<file path="src/rtl/mult_sequencer.sv">
`default_nettype none
// ============================================================================
// Module      : mult_sequencer
// Description : Multi-cycle controller for the radix-2 Booth shift-add
//               multiplier. The multiplier is built from the ALU, the hi/lo
//               universal shifters, the lo[-1] flip-flop and a down counter.
//               On a decoded `mult` it loads the operands, then runs WIDTH
//               evaluate/shift pairs. The PC is stalled until the 64-bit
//               product sits in {hi,lo}.
//
// Ports       : clk       system clock, rising edge
//               rst_n     asynchronous active-low reset
//               start     decoded mult (level, held while instruction current)
//               flush     synchronous abort to IDLE (exception)
//               lo0       current lo[0]
//               lo_m1     current lo[-1] flip-flop value
//               mulst     state code (IDLE=0 LOAD=1 EVAL=2 SHIFT=3 DONE=4)
//               alu_sel   ALU selector (010 add, 110 sub, 000 hold)
//               hi_sel    1 selects hi as ALU operand A
//               lom1_ctl  lo[-1] ctl (00 hold, 01 clear, 10 load lo[0])
//               lo_ctl    lo shifter ctl (000 hold, 001 load rt,
//                         010 shift right with serial-in hi[0], 011 clear)
//               hi_ctl    hi shifter ctl (000 hold, 001 load ALU,
//                         010 arithmetic shift right, 011 clear)
//               pc_we     PC write enable
//               busy      high in LOAD, EVAL, SHIFT
//               done      one-cycle pulse in DONE
//
// Revision    : 1.0  initial release
// ============================================================================
module mult_sequencer #(
    parameter int WIDTH = 32,
    parameter int CNT_W = 5
) (
    input  logic       clk,
    input  logic       rst_n,
    input  logic       start,
    input  logic       flush,
    input  logic       lo0,
    input  logic       lo_m1,
    output logic [2:0] mulst,
    output logic [2:0] alu_sel,
    output logic       hi_sel,
    output logic [1:0] lom1_ctl,
    output logic [2:0] lo_ctl,
    output logic [2:0] hi_ctl,
    output logic       pc_we,
    output logic       busy,
    output logic       done
);

    typedef enum logic [2:0] {
        ST_IDLE  = 3'd0,
        ST_LOAD  = 3'd1,
        ST_EVAL  = 3'd2,
        ST_SHIFT = 3'd3,
        ST_DONE  = 3'd4
    } state_t;

    localparam logic [2:0]       c_ALU_ADD   = 3'b010;
    localparam logic [2:0]       c_ALU_SUB   = 3'b110;
    localparam logic [2:0]       c_SH_LOAD   = 3'b001;
    localparam logic [2:0]       c_SH_SHIFT  = 3'b010;
    localparam logic [2:0]       c_SH_CLEAR  = 3'b011;
    localparam logic [1:0]       c_LM1_CLEAR = 2'b01;
    localparam logic [1:0]       c_LM1_LOAD  = 2'b10;
    // The counter is tested for zero before it decrements, so loading
    // WIDTH-1 yields exactly WIDTH shift states.
    localparam logic [CNT_W-1:0] c_CNT_LOAD  = CNT_W'(WIDTH - 1);

    state_t           r_state;
    state_t           w_next_state;
    logic [CNT_W-1:0] r_count;
    logic [CNT_W-1:0] w_next_count;

    always_ff @(posedge clk or negedge rst_n) begin
        if (!rst_n) begin
            r_state <= ST_IDLE;
            r_count <= '0;
        end else begin
            r_state <= w_next_state;
            r_count <= w_next_count;
        end
    end

    always_comb begin
        w_next_state = ST_IDLE;
        w_next_count = r_count;
        mulst        = 3'd0;
        alu_sel      = 3'b000;
        hi_sel       = 1'b0;
        lom1_ctl     = 2'b00;
        lo_ctl       = 3'b000;
        hi_ctl       = 3'b000;
        pc_we        = 1'b0;
        busy         = 1'b0;
        done         = 1'b0;

        case (r_state)
            ST_IDLE: begin
                mulst = 3'd0;
                // Combinational stall: the PC must not advance past the
                // mult in the same cycle it is decoded.
                pc_we = ~start;
                w_next_state = start ? ST_LOAD : ST_IDLE;
            end
            ST_LOAD: begin
                mulst        = 3'd1;
                busy         = 1'b1;
                lo_ctl       = c_SH_LOAD;
                hi_ctl       = c_SH_CLEAR;
                lom1_ctl     = c_LM1_CLEAR;
                w_next_count = c_CNT_LOAD;
                w_next_state = ST_EVAL;
            end
            ST_EVAL: begin
                mulst = 3'd2;
                busy  = 1'b1;
                // Booth recoding of the bit pair {lo[0], lo[-1]}.
                case ({lo0, lo_m1})
                    2'b01: begin
                        alu_sel = c_ALU_ADD;
                        hi_sel  = 1'b1;
                        hi_ctl  = c_SH_LOAD;
                    end
                    2'b10: begin
                        alu_sel = c_ALU_SUB;
                        hi_sel  = 1'b1;
                        hi_ctl  = c_SH_LOAD;
                    end
                    default: begin
                        hi_ctl = 3'b000;
                    end
                endcase
                w_next_state = ST_SHIFT;
            end
            ST_SHIFT: begin
                mulst    = 3'd3;
                busy     = 1'b1;
                // hi, lo and lo[-1] move together as one 65-bit
                // arithmetic right shift.
                hi_ctl   = c_SH_SHIFT;
                lo_ctl   = c_SH_SHIFT;
                lom1_ctl = c_LM1_LOAD;
                if (r_count == '0) begin
                    w_next_state = ST_DONE;
                end else begin
                    w_next_count = r_count - 1'b1;
                    w_next_state = ST_EVAL;
                end
            end
            ST_DONE: begin
                mulst        = 3'd4;
                done         = 1'b1;
                pc_we        = 1'b1;
                w_next_state = ST_IDLE;
            end
            default: begin
                // Unreachable encodings behave as IDLE and recover to it.
                mulst        = 3'd0;
                pc_we        = ~start;
                w_next_state = ST_IDLE;
            end
        endcase

        // An exception abandons the sequence regardless of start.
        if (flush) begin
            w_next_state = ST_IDLE;
            w_next_count = '0;
        end
    end

endmodule
`default_nettype wire

</file>
<file path="config.mk">
export PLATFORM = sky130hd
export DESIGN_NAME = mult_sequencer
export DESIGN_NICKNAME = d
export VERILOG_FILES = /design/src/rtl/mult_sequencer.sv
export SDC_FILE = /design/constraint.sdc
export NUM_CORES = 1
export LEC_CHECK = 0
export CORE_MARGIN = 2
export CORE_UTILIZATION = 43
export DETAILED_ROUTE_END_ITERATION = 10
export PLACE_DENSITY_LB_ADDON = 0.25
export RECOVER_POWER = 100
export SLEW_MARGIN = 20
export SYNTH_ARGS = -nofsm -noshare
export SYNTH_HDL_FRONTEND = slang
export SYNTH_SLANG_ARGS = --single-unit
</file>
<file path="constraint.sdc">
create_clock -name clk -period 3.9 [get_ports clk]
set_input_delay 1.17 -clock clk [delete_from_list [all_inputs] [get_ports clk]]
set_output_delay 1.17 -clock clk [all_outputs]
set_load 0.05 [all_outputs]
</file>
==> results.py, run 1 <==
metrics = {
    "grt": {
        "grt_antenna_before_repair": 0,
        "grt_pass1_vias": 424,
        "grt_usage": 0.168,
        "grt_pass1_wl_um": 1800,
        "gr-total-overflow": 0,
        "grt_max_degree": 10,
    },
    "clocking": {
        "cts_tree": "built",
        "cts_root_buffer": "clkbuf_4",
        "cts_buffers": 3,
        "cts.path.max_buffers": 2,
        "post-cts-setup-buffer-count": 0,
        "ctsResizeCount": 0,
        "clock_sinks": 8,
        "cts_hold_buf": 0,
        "htreeDepth": 1,
        "clkLatencyLatePin_ns": 0.24,
        "path_clk_slew_ns": 0.05,
    },
    "finish": {
        "syn_to_final_growth_pct": 32.4,
        "layout_commonest_cell": "dlygate4sd3_1",
        "antenna_cells": 0,
        "layout.nets": 94,
        "fill_cells": 119,
        "final_cell_mix": "12 x dlygate4sd3_1, 11 x nor2_1, 8 x dfrtp_1",
        "final_util": 0.592,
        "drive_above_1_share": 0.107,
    },
    "setup_path": {
        "arrival_ns": 2.63,
        "r2r-start": "r_count[0]",
        "path_depth": 5,
        "startpoint": "lo_m1",
        "path_delay_family": "buffers and inverters",
        "cp_slowest_stage_delay_ns": 0.46,
        "cp_max_fo": 2,
        "critPathBufInv": 3,
        "required_ns": 2.73,
        "path_cells": "clkdlybuf4s50_1, inv_1, ha_1, nor4_4, clkbuf_2",
        "cp_slowest_cell": "clkdlybuf4s50_1",
        "r2r_cells": 6,
        "worstSetupStartpointType": "primary input",
        "cp-end-kind": "primary output",
        "critical_path_class": "primary input to primary output",
    },
    "timing": {
        "finalCriticalPeriod_ns": 3.80,
        "skew_ns": 0.00150,
        "hold_violations": 0,
        "rsz0062_at_grt": "false",
        "worst_slew_pin_slew_ns": 0.602,
        "finalSetupViolations": 0,
        "max_slew_margin": 0.601,
        "fmax_ghz": 0.263,
        "fin_tns_setup_ns": 0,
        "finalMaxSlewViolations": 0,
        "period_share": 0.975,
    },
    "floorplanning": {
        "core_area_um2": 1250,
        "die_h_um": 40.1,
        "boundaryPins": 24,
        "fp-row-count": 13,
        "start_util": 0.448,
        "die_area_um2": 1610,
        "die_w_um": 40.1,
    },
    "place": {
        "gp_congestion": 0.704,
        "dp_hpwl_um": 937,
        "port_buffers": 20,
    },
    "detailed_routing": {
        "drtAntennaViolNets": 0,
        "drt_iter0_markers": 3,
        "wl_um": 1200,
        "remaining_drc_errors": 0,
        "post_drt_wl_per_cell_um": 12.1,
        "dr.pass1.iters": 2,
        "vias": 516,
        "vias_per_cell": 5.21,
    },
    "power": {
        "switching_power_uw": 120,
        "irDropWorstVdd_mv": 0.186,
        "cellPowerDensity_nw_per_um2": 387,
        "cellLeakagePower_nw": 0.360,
        "clkPwrFrac": 0.215,
        "switching_share": 0.419,
        "pwr-share-seq": 0.352,
        "internal-power_uw": 167,
        "pwr-share-comb": 0.432,
    },
    "logic_synthesis": {
        "ys.flop_type": "dfrtp_1",
        "syn_area_um2": 561,
        "synth_async_sr_flop_share": 1.00,
        "yosysWarnings": 0,
        "synth.distinct_cells": 25,
        "synth_edf_count": 0,
        "ys_ff_latch": 8,
        "syn_inst": 72,
        "syn_area_per_cell_um2": 7.79,
        "synth-seq-area-share": 0.357,
    },
    "hold_path": {
        "hold_depth": 2,
        "hold_class": "flop to flop",
        "hp-start": "r_count[4]",
    },
    "flow_run": {
        "cap_violations": 0,
    },
    "run_status": {
        "outcome": "complete, no violations",
    },
}
layer usage:
metal  global-route usage  wire (um)  vias to the layer above
met5                    0          0                        -
met4               0.0776         13                        0
met3               0.0333         29                        2
met2                0.258        613                        9
met1                0.224        544                      240
li1                     -          -                      265
worst min-delay path, delay by kind of cell, from the launching register on:
kind            cells  cell delay [ns]
simple gates        1             0.08
flops               1             0.37
compound gates      1             0.08
sequential cells by signal (all words and copies together), names as in the netlist:
name	count
r_count	5
r_state	3
synthesized netlist by cell type, drive strengths merged, types with 2 or more instances:
library cell,instances,area [um^2]
buf,11,77.6
nor2,11,41.3
dfrtp,8,200
inv,7,26.3
nor4,5,31.3
a21oi,4,20.0
nand2,4,15.0
o21ai,4,20.0
a221oi,2,17.5
clkbuf,2,7.51
ha,2,25.0
nand2b,2,12.5
nand3,2,10.0
nor3,2,10.0
layout make-up:
cell class	instances	area, um^2	area share
clock buffers	3	22.5	0.0304
inverters	7	26.3	0.0354
multi-input cells	46	272	0.366
flip-flops and latches	8	200	0.270
well taps	15	18.8	0.0253
repair buffers	20	203	0.273
power by group through the flow:
stage               Clock, mW  Sequential, mW  Combinational, mW
floorplan                   0          0.0961              0.107
global route           0.0712           0.102              0.134
CTS                    0.0640           0.101              0.133
finish                 0.0619           0.101              0.124
global placement            0           0.102              0.130
detailed placement          0           0.102              0.132
through the flow:
step	worst slack (ns)	power [mW]	hold WS, ns	cell area, um^2	cells
floorplan	0.270	0.203	0.507	583	74
global placement	0.184	0.232	0.532	754	96
detailed placement	0.136	0.235	0.563	754	96
global route	0.0344	0.307	0.597	742	99
CTS	0.134	0.298	0.574	777	99
finish	0.0994	0.287	0.565	742	99
final timing paths:
path	to	slack [ns]
max reg2reg	r_count[0]	2.14
min reg2reg	r_count[4]	0.56
max in group asynchronous	r_count[3]	2.35
min in group asynchronous	r_state[2]	1.28
max	alu_sel[1]	0.1
min	r_count[4]	0.56
cell families after synthesis:
kind of cell / count (synthesis) / synth area share
other: 1 / 0.00669
flip-flops: 8 / 0.357
AO/OA/AOI/OAI: 12 / 0.132
adder cells (fa/ha/maj): 2 / 0.0446
buffers and inverters: 20 / 0.199
AND/OR/NAND/NOR: 29 / 0.261
Power figures use the tool's default switching activity.
==> run 2: changes to the inputs <==
--- a/config.mk
+++ b/config.mk
@@ -5,12 +5,13 @@
 export SDC_FILE = /design/constraint.sdc
 export NUM_CORES = 1
 export LEC_CHECK = 0
+export CAP_MARGIN = 20
 export CORE_MARGIN = 2
 export CORE_UTILIZATION = 43
 export DETAILED_ROUTE_END_ITERATION = 10
 export PLACE_DENSITY_LB_ADDON = 0.25
 export RECOVER_POWER = 100
-export SLEW_MARGIN = 20
+export SLEW_MARGIN = 15
 export SYNTH_ARGS = -nofsm -noshare
 export SYNTH_HDL_FRONTEND = slang
 export SYNTH_SLANG_ARGS = --single-unit
==> results of run 2 <==
Final layout, timing and power as in run 1 (identical DEF).
